### config.mk
export PLATFORM = sky130hd
export DESIGN_NAME = player_controller_flat
export DESIGN_NICKNAME = d
export VERILOG_FILES = /design/src/rtl/map_pkg.sv /design/src/rtl/player_controller_if.sv /design/src/rtl/rom.sv /design/src/rtl/player_controller.sv /design/src/flat_wrapper.sv
export SDC_FILE = /design/constraint.sdc
export NUM_CORES = 1
export LEC_CHECK = 0
export BUFFER_PORTS_ARGS = -buffer_cell sky130_fd_sc_hd__buf_4
export CORE_MARGIN = 3
export CORE_UTILIZATION = 35
export DETAILED_ROUTE_END_ITERATION = 12
export SLEW_MARGIN = 20
export SYNTH_ARGS = -nofsm -noshare
export SYNTH_HDL_FRONTEND = slang
export SYNTH_SLANG_ARGS = --single-unit
### constraint.sdc
create_clock -name clk -period 2.6 [get_ports clk]
set_input_delay 0.39 -clock clk [delete_from_list [all_inputs] [get_ports clk]]
set_output_delay 0.39 -clock clk [all_outputs]
set_load 0.005 [all_outputs]
### src/rtl/map_pkg.sv
// Shared map geometry, direction/state encodings and the default map image.
// Imported by the player controller, its ROM wiring and the VGA stage.
package map_pkg;

    localparam int MAP_W    = 21;
    localparam int MAP_H    = 30;
    localparam int TILE_PX  = 20;
    localparam int ADDRW    = $clog2(MAP_W);
    localparam int YIDX_W   = $clog2(MAP_H);
    localparam int POS_W    = 8;
    localparam int MAP_BITS = MAP_W * MAP_H;

    typedef enum logic [2:0] {
        DIR_NONE  = 3'd0,
        DIR_UP    = 3'd1,
        DIR_DOWN  = 3'd2,
        DIR_LEFT  = 3'd3,
        DIR_RIGHT = 3'd4
    } dir_t;

    typedef enum logic [1:0] {
        IDLE   = 2'd0,
        LOOKUP = 2'd1,
        CHECK  = 2'd2
    } ctrl_state_t;

    // Map image with walls around the outer ring of tiles.
    // Word w (tile x) occupies bits [w*MAP_H +: MAP_H]; bit y inside it is tile y.
    function automatic logic [MAP_BITS-1:0] border_map();
        logic [MAP_BITS-1:0] m;
        m = '0;
        for (int w = 0; w < MAP_W; w++) begin
            for (int b = 0; b < MAP_H; b++) begin
                if ((w == 0) || (w == MAP_W - 1) || (b == 0) || (b == MAP_H - 1)) begin
                    m[w * MAP_H + b] = 1'b1;
                end
            end
        end
        return m;
    endfunction

    localparam logic [MAP_BITS-1:0] DEFAULT_MAP = border_map();

endpackage

### src/rtl/player_controller_if.sv
// Game-side signal bundle of the player controller: tick, buttons and the
// committed tile position with its status flags.
interface player_controller_if;
    import map_pkg::*;

    logic             tick;
    logic             btn_up;
    logic             btn_down;
    logic             btn_left;
    logic             btn_right;
    logic [POS_W-1:0] player_x_pos;
    logic [POS_W-1:0] player_y_pos;
    logic             busy;
    logic             blocked;

    // Stimulus / game-logic side
    modport master (
        output tick, btn_up, btn_down, btn_left, btn_right,
        input  player_x_pos, player_y_pos, busy, blocked
    );

    // Controller side
    modport slave (
        input  tick, btn_up, btn_down, btn_left, btn_right,
        output player_x_pos, player_y_pos, busy, blocked
    );

endinterface

### src/rtl/rom.sv
// Map ROM: DEPTH words of WIDTH bits, one-cycle registered read.
// Contents come from INIT_MAP, the packed image built from the INIT_F map
// source; an empty INIT_F yields a wall-free map.
module rom #(
    parameter int                         WIDTH    = 30,
    parameter int                         DEPTH    = 21,
    parameter string                      INIT_F   = "",
    parameter logic [WIDTH*DEPTH-1:0]     INIT_MAP = '0
) (
    input  logic                     clk,
    input  logic [$clog2(DEPTH)-1:0] addr,
    output logic [WIDTH-1:0]         data_out
);

    localparam bit                     HAS_INIT = (INIT_F != "");
    localparam logic [WIDTH*DEPTH-1:0] CONTENT  = HAS_INIT ? INIT_MAP : '0;

    logic [WIDTH-1:0] data_q;

    // Registered read; addresses beyond the last word read as open floor
    always_ff @(posedge clk) begin
        if (int'(addr) < DEPTH) begin
            data_q <= CONTENT[int'(addr) * WIDTH +: WIDTH];
        end else begin
            data_q <= '0;
        end
    end

    assign data_out = data_q;

endmodule

### src/rtl/player_controller.sv
// Player controller: samples the direction buttons on game ticks, checks the
// neighbouring tile against map bounds and the wall ROM, and commits the move.
module player_controller
    import map_pkg::*;
#(
    parameter int                    START_X  = 1,
    parameter int                    START_Y  = 1,
    parameter int                    MOVE_DIV = 8,
    parameter string                 INIT_F   = "map.mem",
    parameter logic [MAP_BITS-1:0]   INIT_MAP = DEFAULT_MAP
) (
    input  logic                clk,
    input  logic                reset,
    player_controller_if.slave  bus
);

    localparam int                     HOLD_W      = (MOVE_DIV > 1) ? $clog2(MOVE_DIV) : 1;
    localparam logic [HOLD_W-1:0]      HOLD_RELOAD = HOLD_W'(MOVE_DIV - 1);
    localparam logic signed [8:0]      MAX_X_S     = 9'(MAP_W - 1);
    localparam logic signed [8:0]      MAX_Y_S     = 9'(MAP_H - 1);

    // Direction decode and neighbour target
    dir_t              dir_s;
    logic              any_btn_s;
    logic signed [8:0] dx_s;
    logic signed [8:0] dy_s;
    logic signed [8:0] tx_d;
    logic signed [8:0] ty_d;
    logic              in_map_s;

    // ROM interface
    logic [ADDRW-1:0]  rom_addr_s;
    logic [MAP_H-1:0]  rom_data_s;
    logic              wall_s;

    // State
    ctrl_state_t       state_q;
    logic [POS_W-1:0]  x_q;
    logic [POS_W-1:0]  y_q;
    logic [ADDRW-1:0]  tx_q;
    logic [YIDX_W-1:0] ty_q;
    logic [HOLD_W-1:0] hold_q;
    logic              busy_q;
    logic              blocked_q;

    // Priority direction pick (up > down > left > right)
    always_comb begin
        dir_s = DIR_NONE;
        if (bus.btn_up) begin
            dir_s = DIR_UP;
        end else if (bus.btn_down) begin
            dir_s = DIR_DOWN;
        end else if (bus.btn_left) begin
            dir_s = DIR_LEFT;
        end else if (bus.btn_right) begin
            dir_s = DIR_RIGHT;
        end else begin
            dir_s = DIR_NONE;
        end
    end

    // Signed step and neighbour tile, with the map-bounds test
    always_comb begin
        dx_s = 9'sd0;
        dy_s = 9'sd0;
        case (dir_s)
            DIR_UP:    dy_s = -9'sd1;
            DIR_DOWN:  dy_s =  9'sd1;
            DIR_LEFT:  dx_s = -9'sd1;
            DIR_RIGHT: dx_s =  9'sd1;
            default: begin
                dx_s = 9'sd0;
                dy_s = 9'sd0;
            end
        endcase
        tx_d     = $signed({1'b0, x_q}) + dx_s;
        ty_d     = $signed({1'b0, y_q}) + dy_s;
        in_map_s = (tx_d >= 9'sd0) && (tx_d <= MAX_X_S) &&
                   (ty_d >= 9'sd0) && (ty_d <= MAX_Y_S);
    end

    assign any_btn_s  = (dir_s != DIR_NONE);
    assign rom_addr_s = tx_q;
    assign wall_s     = rom_data_s[ty_q];

    rom #(
        .WIDTH    (MAP_H),
        .DEPTH    (MAP_W),
        .INIT_F   (INIT_F),
        .INIT_MAP (INIT_MAP)
    ) u_rom (
        .clk      (clk),
        .addr     (rom_addr_s),
        .data_out (rom_data_s)
    );

    // Move FSM: start/repeat gating in IDLE, ROM wait in LOOKUP, wall check and commit in CHECK
    always_ff @(posedge clk) begin
        if (reset) begin
            state_q   <= IDLE;
            x_q       <= POS_W'(START_X);
            y_q       <= POS_W'(START_Y);
            tx_q      <= '0;
            ty_q      <= '0;
            hold_q    <= '0;
            busy_q    <= 1'b0;
            blocked_q <= 1'b0;
        end else begin
            blocked_q <= 1'b0;
            // Releasing every button re-arms an immediate move on the next press
            if (!any_btn_s) begin
                hold_q <= '0;
            end
            case (state_q)
                IDLE: begin
                    busy_q <= 1'b0;
                    if (any_btn_s && bus.tick) begin
                        if (hold_q == '0) begin
                            hold_q <= HOLD_RELOAD;
                            if (in_map_s) begin
                                tx_q    <= tx_d[ADDRW-1:0];
                                ty_q    <= ty_d[YIDX_W-1:0];
                                busy_q  <= 1'b1;
                                state_q <= LOOKUP;
                            end else begin
                                blocked_q <= 1'b1;
                            end
                        end else begin
                            hold_q <= hold_q - HOLD_W'(1);
                        end
                    end
                end
                LOOKUP: begin
                    busy_q  <= 1'b1;
                    state_q <= CHECK;
                end
                CHECK: begin
                    if (wall_s) begin
                        blocked_q <= 1'b1;
                    end else begin
                        x_q <= POS_W'(tx_q);
                        y_q <= POS_W'(ty_q);
                    end
                    busy_q  <= 1'b0;
                    state_q <= IDLE;
                end
                default: begin
                    busy_q  <= 1'b0;
                    state_q <= IDLE;
                end
            endcase
        end
    end

    assign bus.player_x_pos = x_q;
    assign bus.player_y_pos = y_q;
    assign bus.busy         = busy_q;
    assign bus.blocked      = blocked_q;

endmodule

### src/flat_wrapper.sv
// flat-port wrapper written by rule: the top's interface ports become plain ports
module player_controller_flat import map_pkg::*;
#(
    parameter int                    START_X  = 1,
    parameter int                    START_Y  = 1,
    parameter int                    MOVE_DIV = 8,
    parameter string                 INIT_F   = "       ",
    parameter logic [MAP_BITS-1:0]   INIT_MAP = DEFAULT_MAP
)
  (clk, reset, bus_tick, bus_btn_up, bus_btn_down, bus_btn_left, bus_btn_right, bus_player_x_pos, bus_player_y_pos, bus_busy, bus_blocked);
  player_controller_if bus_i ();
  input  logic clk;
  input  logic reset;
  input wire logic [$bits(bus_i.tick)-1:0] bus_tick;
  input wire logic [$bits(bus_i.btn_up)-1:0] bus_btn_up;
  input wire logic [$bits(bus_i.btn_down)-1:0] bus_btn_down;
  input wire logic [$bits(bus_i.btn_left)-1:0] bus_btn_left;
  input wire logic [$bits(bus_i.btn_right)-1:0] bus_btn_right;
  output wire logic [$bits(bus_i.player_x_pos)-1:0] bus_player_x_pos;
  output wire logic [$bits(bus_i.player_y_pos)-1:0] bus_player_y_pos;
  output wire logic [$bits(bus_i.busy)-1:0] bus_busy;
  output wire logic [$bits(bus_i.blocked)-1:0] bus_blocked;
  assign bus_i.tick = bus_tick;
  assign bus_i.btn_up = bus_btn_up;
  assign bus_i.btn_down = bus_btn_down;
  assign bus_i.btn_left = bus_btn_left;
  assign bus_i.btn_right = bus_btn_right;
  assign bus_player_x_pos = bus_i.player_x_pos;
  assign bus_player_y_pos = bus_i.player_y_pos;
  assign bus_busy = bus_i.busy;
  assign bus_blocked = bus_i.blocked;
  player_controller #(.START_X(START_X), .START_Y(START_Y), .MOVE_DIV(MOVE_DIV), .INIT_F(INIT_F), .INIT_MAP(INIT_MAP)) u_core (.clk(clk), .reset(reset), .bus(bus_i));
endmodule
Word level (Yosys, flattened, before mapping)
Index checks and enable logic that the tools add are counted.

storage, ports and cells
  memories = 0
  memory bits (writable) = 0
  bits in read-only memories = 0
  flip-flop bits (word level) = 57
  output and inout port bits = 18
  word-level logic and storage cells = 65
  bits in latches = 0

operators by class
  order comparisons = 6
  shifts and indexed selects = 1
  muxes and demuxes = 25
  eq/ne operators = 9
  $add $sub $neg = 3
  bitwise operators = 1
  reductions and logical operators = 10
  div/mod/pow operators = 0
  multipliers = 1

operators by type and width
  cell                                                             number
  indexed part select 630 x 11 -> 30 bit (first input constant)    1
  case mux 9 bit (2 select lines)                                  2
  2-to-1 mux 3 bit                                                 8
  adder 6 x 9 -> 9 bit                                             2
  >= comparator 9 x 1 -> 1 bit (second input constant)             2
  less-or-equal comparator 9 x 6 -> 1 bit (second input constant)  2
  multiplier 5 x 4 -> 9 bit (second input constant)                1
  2-to-1 mux 1 bit                                                 8
  equality test 3 x 2 -> 1 bit (second input constant)             2
  less-than comparator 5 x 6 -> 1 bit (second input constant)      1
  2-to-1 mux 2 bit                                                 3
  inequality test 2 x 1 -> 1 bit (second input constant)           3
  binary-select mux 1 bit (select 5 bit)                           1
  less-than comparator 5 bit (second input constant)               1
  logical AND 1 bit                                                4
  case mux 1 bit (2 select lines)                                  2
  case mux 2 bit (2 select lines)                                  1
  AND reduction 4 bit                                              1
  equality test 3 x 1 -> 1 bit (second input constant)             1
  equality test 3 bit (second input constant)                      1
  zero test 3 bit                                                  1
  AND reduction 3 bit                                              1
  nonzero test 3 bit                                               1
  subtractor 3 x 1 -> 3 bit (second input constant)                1
  other kinds (5)                                                  5

Longest topological paths before layout
Gate-level depths: netlist of the first run.

  word-level depth = 15
  mapped depth = 13

Modules after synthesis
Synthesis of the first run repeated with hierarchy kept, for this count alone.

unflattened totals
  cell total of the unflattened synthesis = 251
  area, all modules = 2285.9 um2

by module, submodules not included
  module             times used  area an instance (um2)  seq. area each (um2)  cells an instance
  player_controller  1           2001.9                  540.5                 217
  rom                1           284.0                   40.0                  34

Worst setup path before layout of the first run
No wires, ideal clock.

  path kind = input to register
  start = input port bus_btn_down
  end = register u_core.ty_q[2]
  path slack = -41 ps
  cell stages on the path = 11
  arrival = 2525 ps
  cells stage by stage = nor2_1 > inv_1 > ha_1 > fa_1 > a211o_1 > a21o_1 > a2111oi_4 > a31oi_4 > buf_6 > a31o_2 > o211a_1

between the ends
  longest elaborated chain between the ends = 10

RTL lines
  item                                                                                            RTL line                  source
  from (decl)                                                                                     flat_wrapper.sv:16        input wire logic [$bits(bus_i.btn_down)-1:0] bus_btn_down;
  2-to-1 mux 3 bit (*)                                                                            player_controller.sv:51   end else if (bus.btn_down) begin
  2-to-1 mux 3 bit (*)                                                                            player_controller.sv:49   if (bus.btn_up) begin
  equality test 3 bit / equality test 3 x 2 -> 1 bit (equally long branches)                      player_controller.sv:66   case (dir_s)
  case mux 9 bit (2 select lines)                                                                 player_controller.sv:66
  adder 6 x 9 -> 9 bit                                                                            player_controller.sv:76   tx_d = $signed({1'b0, x_q}) + dx_s;
  >= comparator 9 x 1 -> 1 bit / less-or-equal comparator 9 x 6 -> 1 bit (equally long branches)  player_controller.sv:78   in_map_s = (tx_d >= 9'sd0) && (tx_d <= MAX_X_S) &&
  logical AND 1 bit (2 in a row)                                                                  player_controller.sv:78
  logical AND 1 bit                                                                               player_controller.sv:79   (ty_d >= 9'sd0) && (ty_d <= MAX_Y_S);
  AND reduction 4 bit (no line)                                                                   -
  to (signal assigned)                                                                            player_controller.sv:122  ty_q <= ty_d[YIDX_W-1:0];
  to (decl)                                                                                       player_controller.sv:41   logic [YIDX_W-1:0] ty_q;

Every way passes the cells marked *; elsewhere a longest branch is shown, timed or not.
A chain may end at the register's enable or synchronous reset.

Worst setup path in the final report of the first run
  start = input port bus_btn_up
  end = register u_core.ty_q[0]

between the ends
  longest elaborated chain between the ends = 9

RTL lines
  item                                                                                            RTL line                 source
  from (decl)                                                                                     flat_wrapper.sv:15       input wire logic [$bits(bus_i.btn_up)-1:0] bus_btn_up;
  2-to-1 mux 3 bit (*)                                                                            player_controller.sv:49
  equality test 3 bit / equality test 3 x 2 -> 1 bit (equally long branches)                      player_controller.sv:66
  case mux 9 bit (2 select lines)                                                                 player_controller.sv:66
  adder 6 x 9 -> 9 bit                                                                            player_controller.sv:76
  >= comparator 9 x 1 -> 1 bit / less-or-equal comparator 9 x 6 -> 1 bit (equally long branches)  player_controller.sv:78
  logical AND 1 bit (2 in a row)                                                                  player_controller.sv:78
  logical AND 1 bit                                                                               player_controller.sv:79
  AND reduction 4 bit (no line)                                                                   -

Marked as above.

==> summary.md, run 1 <==
| Metric | Value |
|---|---|
| Status | `complete, no violations` |
| Maximum level of the CTS H-tree | `2` |
| Synth Flop Type | `dfxtp_1` |
| Chip height | `79.3 um` |
| Worst EP required | `around 2.8 ns` |
| Fmax | `between 0.3 and 0.4 GHz` |
| Synth cell count leaders | `dfxtp_1 (29), nor2_1 (19), inv_1 (17)` |
| Initial antenna violation count | `0` |
| Most numerous cell in the Yosys netlist | `dfxtp_1` |
| # hold bufs at CTS | `0` |
| Slew HR | `0.648` |
| Final instance area | `~0.0024 mm^2` |
| Cell Int Power | `803 uW` |
| Logic pwr share | `0.189` |
| Kind of critical path | `input pin to register` |
| Synth warnings | `0` |
| First-pass GRT wire length | `just over 7 mm` |
| Worst-path clk slew | `around 0.060 ns` |
| Crit end category | `register` |
| Post-DP HPWL | `about 3.4 mm` |
| Die area | `between 0.006 and 0.007 mm^2` |
| Routed WL | `about 4.4 mm` |
| Cell variety after synth | `50` |
| DP Area | `roughly 0.0022 mm^2` |
| Port Buf Inserts | `18` |
| Syn Area/Cell | `a little under 9 um^2` |
| Longest Clk Path Bufs | `2` |
| Max-cap violations | `0` |
| Via/cell ratio | `~5.1` |
| Seq pwr share | `0.434` |
| Crit-path max FO | `7` |
| Routed Antenna Nets | `0` |
| Synth Instances | `approximately 210` |
| DRC Markers | `0` |
| Final GP Congestion | `slightly above 0.8` |
| Setup slack after layout | `between 0.09 and 0.1 ns` |
| Worst setup SP type | `input pin` |
| Async SR Flop Fraction | `0` |
| Min cycle time layout | `about 2.5 ns` |
| Root Driver | `clkbuf_8` |
| Final Instance Count excl. Fillers | `between 300 and 400` |
| Mapped Area | `between 0.0015 and 0.002 mm^2` |
| Pre-CTS setup slack | `-0.284 ns` |
| Gr ovfl total | `0` |
| Clock Sinks | `29` |
| Layout net count | `between 200 and 300` |
| VDD IR-drop max | `roughly 0.00018 V` |
| DRT Pass-1 Iters | `4` |
| Layout area overhead | `28.3%` |
| Synth area leaders | `dfxtp_1 (31%), ha_1 (10%), mux2i_1 (4.3%)` |
| Post-Place Cells | `about 320` |
| Worst slew pin tran | `roughly 0.53 ns` |
| Largest net degree at the start of global routing | `23` |
| Synth area leader | `dfxtp_1` |
| Chip width | `between 70 and 80 um` |
| PD cells | `around 460 mW/mm^2` |
| Final Hold Fails | `0` |
| CTS Buf Count | `5` |
| Vias | `1661` |
| Psw | `between 200 and 300 uW` |
| Max Slew Vio Count | `0` |
| Placement Rows | `26` |
| Yosys reg bits | `29` |
| Fraction of layout cells with a size suffix above 1 | `0.331` |
| Finish-stage setup viols | `0` |
| GR Util All Layers | `0.144` |
| Iter 0 DRT Violations | `45` |
| Clk_skew | `roughly 0.0018 ns` |
| Clk pwr share | `0.377` |
| Final worst path period share | `0.965` |
| Worst-Skew Late Latency | `about 0.28 ns` |
| Number of flops mapped to enable cells by yosys | `0` |
| Diode count | `0` |
| CP Data Arrival Time | `roughly 2.7 ns` |
| Switch share | `0.272` |
| Seq/Total Area, Yosys | `0.309` |
| WL/cell | `about 14 um` |
| Min-Delay Path Class | `register to register` |
| CTS tree | `done` |
| LEAKAGE | `approximately 0.0011 uW` |
| Number of global-route vias before repair | `1549` |
| Area share of the largest cell type after synthesis | `0.309` |
| Core area | `0.00514 mm^2` |
| IO Pins | `25` |
| Initial core utilization | `0.366` |
## per-stage QoR
stage          hold WS (ns)   TNS, ns   util  power, uW
2_1_floorplan         0.393         0      -        622
3_3_place_gp          0.440     -3.03  0.431        681
3_5_place_dp          0.449     -2.99  0.431        685
4_1_cts               0.451         0  0.454       1100
5_1_grt               0.470  -0.00917  0.470       1150
6_report              0.458         0  0.470       1100
## state kept, by name, summed over array words and instances, names as in the netlist
register / cells
u_core.bus.player_x_pos: 5
u_core.u_rom.data_out: 2
u_core.bus.blocked: 1
u_core.rom_addr_s: 5
u_core.state_q: 2
u_core.bus.player_y_pos: 5
u_core.bus.busy: 1
u_core.hold_q: 3
u_core.ty_q: 5
## what timing repair did
item,CTS,global route
setup buffers,0,1
gates resized for setup,4,18
hold endpoints to repair,0,0
pin swaps,2,8
setup endpoints to repair,1,12
## path summary, 6_finish.rpt
| check | start | end | slack (ns) | cells past startpoint |
|---|---|---|---|---|
| max reg2reg | u_core.bus.player_y_pos[0]$_SDFFE_PP1P_ | u_core.ty_q[0]$_SDFFE_PP0P_ | 0.11 | 10 |
| min reg2reg | u_core.rom_addr_s[0]$_SDFFE_PP0P_ | u_core.u_rom.data_out[28]$_SDFF_PP0_ | 0.46 | 1 |
| max | bus_btn_up | u_core.ty_q[0]$_SDFFE_PP0P_ | 0.09 | 13 |
| min | u_core.rom_addr_s[0]$_SDFFE_PP0P_ | u_core.u_rom.data_out[28]$_SDFF_PP0_ | 0.46 | 1 |
## power by group through the flow
stage / clock network [uW] / logic (uW) / registers, uW
2_1_floorplan: 0 / 137 / 484
3_3_place_gp: 0 / 193 / 488
3_5_place_dp: 0 / 197 / 489
4_1_cts: 426 / 199 / 479
5_1_grt: 442 / 232 / 481
6_report: 416 / 209 / 478
## per-layer routing
| metal | routed length, um | global-route usage | vias up |
|---|---|---|---|
| met5 | 0 | 0 | - |
| met4 | 110 | 0.0722 | 0 |
| met3 | 128 | 0.0272 | 10 |
| met2 | 2070 | 0.234 | 30 |
| met1 | 2080 | 0.180 | 790 |
| li1 | - | - | 831 |
## final cells by class
| type | count | area [um^2] |
|---|---|---|
| clock inverter | 1 | 5.00 |
| multi-input combinational | 157 | 1230 |
| timing repair buffer | 43 | 347 |
| tap | 70 | 87.6 |
| fill | 537 | 2730 |
| sequential | 29 | 582 |
| clock buffer | 7 | 96.3 |
| inverter | 17 | 63.8 |
## placed cells by master, fill, tap and decap left out, types with 4 or more instances in the layout
| cell | n |
|---|---|
| a21oi_1 | 9 |
| conb_1 | 6 |
| a21oi_2 | 4 |
| clkbuf_8 | 7 |
| nand2_1 | 11 |
| ha_1 | 13 |
| nand4_1 | 6 |
| inv_1 | 16 |
| or2_2 | 4 |
| a31o_2 | 5 |
| dfxtp_1 | 28 |
| nor2_1 | 17 |
| nand3_1 | 6 |
| buf_4 | 39 |
| mux2i_1 | 8 |
| o21ai_0 | 4 |
## logic make-up after synthesis
logic type,after synthesis,share of synthesized area
adders and majority gates,17,0.121
and+or+nand+nor,71,0.206
DFF,29,0.309
other,1,0.00199
buffers and inverters,33,0.0898
xor gates and xnor gates,4,0.0186
AOI/OAI and AO/OA,50,0.205
muxes,9,0.0485
## critical path, cell delays in order
cell and delay (ns):
buf_6 0.10, nor2_4 0.10, inv_2 0.06, ha_4 0.16, fa_2 0.35, a211o_1 0.34, a21o_1 0.23, a2111oi_4 0.41
a31oi_4 0.08, buf_6 0.15, buf_4 0.13, nand4_1 0.10, a21oi_2 0.06
(Power assumes the default switching activity.)
==> run 2, diff against run 1 <==
==> constraint.sdc (replaced) <==
create_clock -name clk -period 2.6 [get_ports clk]
set_input_delay 0.26 -clock clk [delete_from_list [all_inputs] [get_ports clk]]
set_output_delay 0.26 -clock clk [all_outputs]
set_load 0.005 [all_outputs]
==> run 2 against run 1 <==
Against the previous run:
- first-iteration DRC count is 38% higher
- total power is 9.1% higher
- sequential share of layout area is 0.23 points lower
- via count is 0.66% lower
- cell count is 0.62% higher
- highest routed layer unchanged
==> summary.md, run 2 (synthesis results as in run 1) <==
| Metric | Value |
|---|---|
| Status | `complete, no violations` |
| CTS Buf Count | `5 (unchanged)` |
| Most common cell after layout, fill and taps aside | `buf_4` |
| Unrepaired setup endpoints after global routing | `no` |
| Maximum level of the CTS H-tree | `2 (unchanged)` |
| Chip height | `79.3 um (unchanged)` |
| Final instance area | `0.00245 mm^2 (+1.4%)` |
| Layout net count | `279 (+0.72%)` |
| Fraction of layout cells with a size suffix above 1 | `0.320 (-0.0104)` |
| Most frequent cells in the layout | `buf_4 (41), dfxtp_1 (28), nor2_1 (18), inv_1 (17), ha_1 (13)` |
| WL/cell | `14.3 um (+6.0%)` |
| CTS tree | `done` |
| Layout area overhead | `30.1%` |
| DRT Pass-1 Iters | `4 (unchanged)` |
| Post-DP HPWL | `3.37 mm (+0.44%)` |
| Via/cell ratio | `5.06 (-1.3%)` |
| Kind of critical path | `register to register` |
| PD cells | `492 mW/mm^2 (+7.6%)` |
| Initial core utilization | `0.366 (unchanged)` |
| Final GP Congestion | `0.821 (+0.55%)` |
| Routed Antenna Nets | `0 (unchanged)` |
| Final worst path period share | `0.961 (-0.00400)` |
| Chip width | `79.3 um (unchanged)` |
| Root Driver | `clkbuf_8` |
| DRC Markers | `0 (unchanged)` |
| Largest net degree at the start of global routing | `23 (unchanged)` |
| Longest Clk Path Bufs | `2 (unchanged)` |
| Gr ovfl total | `0 (unchanged)` |
| Worst setup SP type | `register` |
| Clk_skew | `0.0129 ns (+0.0111 ns)` |
| Max-cap violations | `0 (unchanged)` |
| Number of global-route vias before repair | `1560 (+0.71%)` |
| Initial antenna violation count | `0 (unchanged)` |
| Setup_tns | `0 ns (unchanged)` |
| Power, Total | `1200 uW (+9.1%)` |
| IO Pins | `25 (unchanged)` |
| First-pass GRT wire length | `7.28 mm (+3.2%)` |
| Delay of the slowest cell on the worst path | `0.41 ns (about the same)` |
| Worst-Skew Late Latency | `0.29 ns (about the same)` |
| Placement Rows | `26 (unchanged)` |
| Worst EP required | `2.82 ns (+0.06 ns)` |
| Min cycle time layout | `2.50 ns (-0.0104 ns)` |
| Crit-path max FO | `8 (+1)` |
| Port Buf Inserts | `18 (unchanged)` |
| DP Area | `0.00222 mm^2 (+0.23%)` |
| Crit-path cells | `ha_4 -> fa_2 -> a211o_1 -> a21o_1 -> a2111oi_4 -> a31oi_4 -> buf_12 -> buf_4 -> and4_1 -> nor3_2` |
| R2R Setup Slk | `0.10 ns (about the same)` |
| Final Hold Fails | `0 (unchanged)` |
| Routed WL | `4.67 mm (+6.6%)` |
| Iter 0 DRT Violations | `62 (+38%)` |
| CP Data Arrival Time | `2.72 ns (+0.05 ns)` |
| Die area | `0.00629 mm^2 (unchanged)` |
| Setup slack after layout | `0.102 ns (+0.0104 ns)` |
| Clock Sinks | `29 (unchanged)` |
| Diode count | `0 (unchanged)` |
| Vias | `1650 (-0.66%)` |
| Pre-CTS setup slack | `-0.209 ns (+0.0756 ns)` |
| Slowest-stage cell, CP | `a2111oi_4` |
| LEAKAGE | `0.00109 uW (+2.4%)` |
| Fill cell count | `519 (-3.4%)` |
| GR Util All Layers | `0.151 (+0.00754)` |
| Fmax | `0.400 GHz (+0.42%)` |
| Core area | `0.00514 mm^2 (unchanged)` |
| Worst-path clk slew | `0.07 ns (about the same)` |
| Max Slew Vio Count | `0 (unchanged)` |
| Min-Delay Path Class | `input pin to register` |
| VDD IR-drop max | `0.000270 V (+54%)` |
| Slew HR | `0.481 (-0.167)` |
| Crit end category | `register` |
| Worst slew pin tran | `0.773 ns (+0.245 ns)` |
| Finish-stage setup viols | `0 (unchanged)` |
| Register area | `584 um^2 (+0.43%)` |
| Area taken by multi-input logic gates | `0.00121 mm^2 (-2.0%)` |
-- run 2: power breakdown --
part | internal [uW] | total (uW) | switching, uW
logic | 111 | 223 | 112
registers | 462 | 478 | 15.5
clock network | 311 | 502 | 191
total | 885 | 1200 | 319
-- run 2: stage by stage --
stage | cells | hold WS, ns | util
after global routing | 326 | 0.335 | 0.476
after CTS | 322 | 0.323 | 0.455
after global placement | 314 | 0.466 | 0.432
after detailed placement | 314 | 0.465 | 0.432
after floorplan | 219 | 0.338 | -
final | 326 | 0.324 | 0.476
-- run 2: critical path, delay by kind of cell, from the launching register on --
family / cells / cell delay (ns)
AOI/OAI and AO/OA: 4 / 0.98
buffers and inverters: 2 / 0.28
and+or+nand+nor: 2 / 0.30
DFF: 1 / 0.37
adders and majority gates: 2 / 0.49
-- run 2: final cells by class --
type,count,area share
clock buffer,6,0.0337
clock inverter,2,0.0153
inverter,17,0.0261
multi-input combinational,157,0.493
sequential,29,0.239
tap,70,0.0358
timing repair buffer,45,0.157
-- run 2: worst paths after layout --
check	startpoint	endpoint	cells past startpoint
worst min-delay path	reset	u_core.rom_addr_s[3]$_SDFFE_PP0P_	2
worst max register to register	u_core.bus.player_y_pos[0]$_SDFFE_PP1P_	u_core.rom_addr_s[1]$_SDFFE_PP0P_	10
worst min register to register	u_core.hold_q[2]$_SDFF_PP0_	u_core.hold_q[2]$_SDFF_PP0_	1
worst max-delay path	u_core.bus.player_y_pos[0]$_SDFFE_PP1P_	u_core.rom_addr_s[1]$_SDFFE_PP0P_	10
-- run 2: what timing repair did --
item,in CTS,in global routing
hold buffers,0,0
pin swaps,1,5
buffers inserted,0,3
gates cloned,0,1
gates resized for setup,0,15
endpoints found under the setup margin,2,12
-- run 2: per-layer routing --
metal | share of wire | GRT usage
met4 | 0.012 | 0.0670
met3 | 0.039 | 0.0363
met1 | 0.47 | 0.195
met5 | 0 | 0
met2 | 0.48 | 0.238
==> run 3, diff against run 2 <==
SYNTH_HIERARCHICAL = 1   (was unset)
==> run 3 against run 2 <==
Against the previous run:
- sequential cell count did not move
- utilization down 5.0 points
- die area is 20% higher
- sequential share of layout area down 1.7 points
- count of clock-buffer cells in the layout rose by 2
- register-to-register slack about the same
- worst hold slack improved by 0.017 ns
- first-iteration DRC count increased by 4.8%
- clock power down 29%
- cell count increased by 5.5%
- area after synthesis increased by 21%
- highest routed layer unchanged
==> summary.md, run 3 <==
| Metric | Value |
|---|---|
| Status | `complete, no violations` |
| Synth area leader | `dfxtp_1` |
| Synth Instances | `251 (+17%)` |
| Largest net degree at the start of global routing | `29 (+26%)` |
| Crit-path max FO | `4 (-4)` |
| Synth area leaders | `dfxtp_1 (25%), buf_4 (11%), ha_1 (8.2%)` |
| Die area | `0.00754 mm^2 (+20%)` |
| Crit-path cells | `ha_2 -> fa_2 -> a211oi_2 -> nor2_1 -> xor2_1 -> buf_4 -> o22a_1 -> buf_4 -> a31oi_1 -> a311oi_1` |
| Initial core utilization | `0.373 (+0.00674)` |
| Worst-Skew Late Latency | `0.28 ns (about the same)` |
| Chip height | `86.8 um (+9.4%)` |
| R2R Setup Slk | `0.11 ns (about the same)` |
| Routed WL | `4.68 mm (+0.11%)` |
| Delay of the slowest cell on the worst path | `0.36 ns (-0.05 ns)` |
| # hold bufs at CTS | `0 (unchanged)` |
| R2r startpoint | `u_core/bus.player_y_pos[0]$_SDFFE_PP1P_` |
| Final GP Congestion | `0.816 (-0.52%)` |
| Final Util | `0.427 (-0.0496)` |
| DRT Pass-1 Iters | `4 (unchanged)` |
| Layout area overhead | `14.4%` |
| Pre-CTS setup slack | `-0.376 ns (-0.167 ns)` |
| GR Util All Layers | `0.131 (-0.0202)` |
| Top Family by Delay on Critical Path | `compound AO/OA/AOI/OAI gates` |
| WL/cell | `13.6 um (-5.1%)` |
| Layout net count | `292 (+4.7%)` |
| DP Area | `0.00243 mm^2 (+9.6%)` |
| Final instance area | `0.00262 mm^2 (+6.9%)` |
| R2R depth | `10 (unchanged)` |
| Crit end category | `register` |
| Worst EP required | `2.79 ns (-0.03 ns)` |
| Clock Sinks | `29 (unchanged)` |
| Post-Place Cells | `335 (+6.7%)` |
| Area share of the largest cell type after synthesis | `0.254 (-0.0545)` |
| First-pass GRT wire length | `7.86 mm (+8.0%)` |
| Yosys reg bits | `29 (unchanged)` |
| Max-cap violations | `0 (unchanged)` |
| Cell depth of the worst min-delay path | `2 (unchanged)` |
| Number of flops mapped to enable cells by yosys | `0 (unchanged)` |
| Chip width | `86.8 um (+9.4%)` |
| Slowest-stage cell, CP | `fa_2` |
| Critical hold path startpoint | `reset` |
| Final Hold Fails | `0 (unchanged)` |
| Synth Flop Type | `dfxtp_1` |
| Clk_skew | `0.00232 ns (-0.0105 ns)` |
| Finish-stage setup viols | `0 (unchanged)` |
| Worst slew pin tran | `0.524 ns (-0.250 ns)` |
| Kind of critical path | `register to register` |
| Maximum level of the CTS H-tree | `2 (unchanged)` |
| Placement Rows | `28 (+7.7%)` |
| Syn Area/Cell | `9.11 um^2 (+3.6%)` |
| Max Slew Vio Count | `0 (unchanged)` |
| Seq/Total Area, Yosys | `0.254 (-0.0545)` |
| Fmax | `0.402 GHz (+0.33%)` |
| Final worst path period share | `0.957 (-0.00321)` |
| Min-Delay Path Class | `input pin to register` |
| Worst setup SP type | `register` |
| DRC Markers | `0 (unchanged)` |
| Fill cell count | `618 (+19%)` |
| Worst-path clk slew | `0.06 ns (about the same)` |
| Fraction of layout cells with a size suffix above 1 | `0.297 (-0.0229)` |
| Hold endpoint | `u_core/bus.player_x_pos[1]$_SDFFE_PP0P_` |
| Async SR Flop Fraction | `0 (unchanged)` |
| CP bufs+invs | `2 (unchanged)` |
| Number of global-route vias before repair | `1626 (+4.2%)` |
| Core area | `0.00613 mm^2 (+19%)` |
| Most frequent cells in the layout | `buf_4 (47), dfxtp_1 (29), nor2_1 (26), a21oi_1 (14), ha_1 (14)` |
| CTS tree | `done` |
| Cell variety after synth | `49 (-2.0%)` |
| CP Data Arrival Time | `2.68 ns (-0.04 ns)` |
| Iter 0 DRT Violations | `65 (+4.8%)` |
| Longest Clk Path Bufs | `2 (unchanged)` |
| Most common cell after layout, fill and taps aside | `buf_4` |
| Via/cell ratio | `5.16 (+1.9%)` |
| Gr ovfl total | `0 (unchanged)` |
| Slew HR | `0.651 (+0.169)` |
| Worst R2R End | `u_core/ty_q[4]$_SDFFE_PP0P_` |
| PD cells | `423 mW/mm^2 (-14%)` |
| Most numerous cell in the Yosys netlist | `buf_4` |
| Diode count | `0 (unchanged)` |
| Initial antenna violation count | `0 (unchanged)` |
| CTS Buf Count | `5 (unchanged)` |
| Final Instance Count excl. Fillers | `344 (+5.5%)` |
| Synth cell count leaders | `buf_4 (35), dfxtp_1 (29), nor2_1 (27)` |
| Min cycle time layout | `2.49 ns (-0.00834 ns)` |
| Most used cell along the critical path | `buf_4` |
| IO Pins | `25 (unchanged)` |
| Root Driver | `clkbuf_8` |
| Vias | `1774 (+7.5%)` |
| VDD IR-drop max | `0.000348 V (+29%)` |
| Post-DP HPWL | `3.51 mm (+4.2%)` |
| Synth warnings | `6 (+6)` |
| Worst hold slack | `0.340 ns (+0.0166 ns)` |
| LEAKAGE | `0.00103 uW (-5.1%)` |
| Routed Antenna Nets | `0 (unchanged)` |
| Port Buf Inserts | `18 (unchanged)` |
| Mapped Area | `0.00229 mm^2 (+21%)` |
| Setup slack after layout | `0.111 ns (+0.00834 ns)` |
## run 3: cell count changes in the layout (fill, tap and decap cells not counted), moves of 5 or more
| cell | before | now |
|---|---|---|
| inv_1 | 17 | 10 |
| a31o_2 | 5 | 0 |
| o21ai_0 | 4 | 9 |
| buf_4 | 41 | 47 |
| nand2_1 | 11 | 5 |
| nor2_1 | 18 | 26 |
| mux4_1 | 0 | 7 |
## run 3: metrics by stage
stage | TNS (ns) | total power [uW]
6_report | 0 | 1110
5_1_grt | -0.0698 | 1170
4_1_cts | 0 | 1110
3_5_place_dp | -3.33 | 748
3_3_place_gp | -3.14 | 746
2_1_floorplan | 0 | 788
## run 3: layer usage
metal / wire (um) / track usage / vias up / share of wire
met5: 0 / 0 / - / 0
met4: 47 / 0.0340 / 0 / 0.010
met2: 2060 / 0.192 / 32 / 0.44
li1: - / - / 905 / -
met3: 206 / 0.0390 / 6 / 0.044
met1: 2370 / 0.187 / 831 / 0.51
## run 3: worst max-delay path by stage
stage / startpoint / end / slack, ns / cells past startpoint
floorplan: bus_btn_up / u_core/rom_addr_s[2]$_SDFFE_PP0P_ / 0.04 / 9
global placement: bus_btn_up / u_core/ty_q[3]$_SDFFE_PP0P_ / -0.36 / 12
detailed placement: bus_btn_up / u_core/rom_addr_s[2]$_SDFFE_PP0P_ / -0.38 / 12
CTS: u_core/bus.player_y_pos[0]$_SDFFE_PP1P_ / u_core/rom_addr_s[4]$_SDFFE_PP0P_ / 0.02 / 10
global route: bus_btn_up / u_core/ty_q[3]$_SDFFE_PP0P_ / -0.03 / 12
finish: u_core/bus.player_y_pos[0]$_SDFFE_PP1P_ / u_core/ty_q[4]$_SDFFE_PP0P_ / 0.11 / 10
## run 3: kinds of logic after synthesis
| logic type | after synthesis | share of synthesized area |
|---|---|---|
| XOR/XNOR | 6 | 0.0230 |
| AND/OR/NAND/NOR | 72 | 0.166 |
| other | 1 | 0.00164 |
| buffers and inverters | 52 | 0.155 |
| AO/OA/AOI/OAI | 52 | 0.152 |
| multiplexers | 22 | 0.148 |
| adder cells (fa/ha/maj) | 17 | 0.0996 |
| flip-flops | 29 | 0.254 |
## run 3: timing repair
| item | in CTS | in global routing |
|---|---|---|
| buffers inserted | 1 | 0 |
| resized for setup | 3 | 16 |
| endpoints found under the setup margin | 5 | 12 |
| cloned | 0 | 0 |
| pin swaps | 1 | 4 |
## run 3: cell type report
| type | count | area, um^2 | area share |
|---|---|---|---|
| sequential | 29 | 581 | 0.222 |
| multi-input combinational | 175 | 1470 | 0.562 |
| inverter | 10 | 37.5 | 0.0144 |
| clock buffer | 8 | 80.1 | 0.0306 |
| timing repair buffer | 47 | 353 | 0.135 |
| tap | 75 | 93.8 | 0.0359 |
## run 3: where the power goes
part | switching, uW | internal (uW)
Combinational | 120 | 136
Sequential | 30.6 | 464
Clock | 166 | 190
Total | 317 | 789
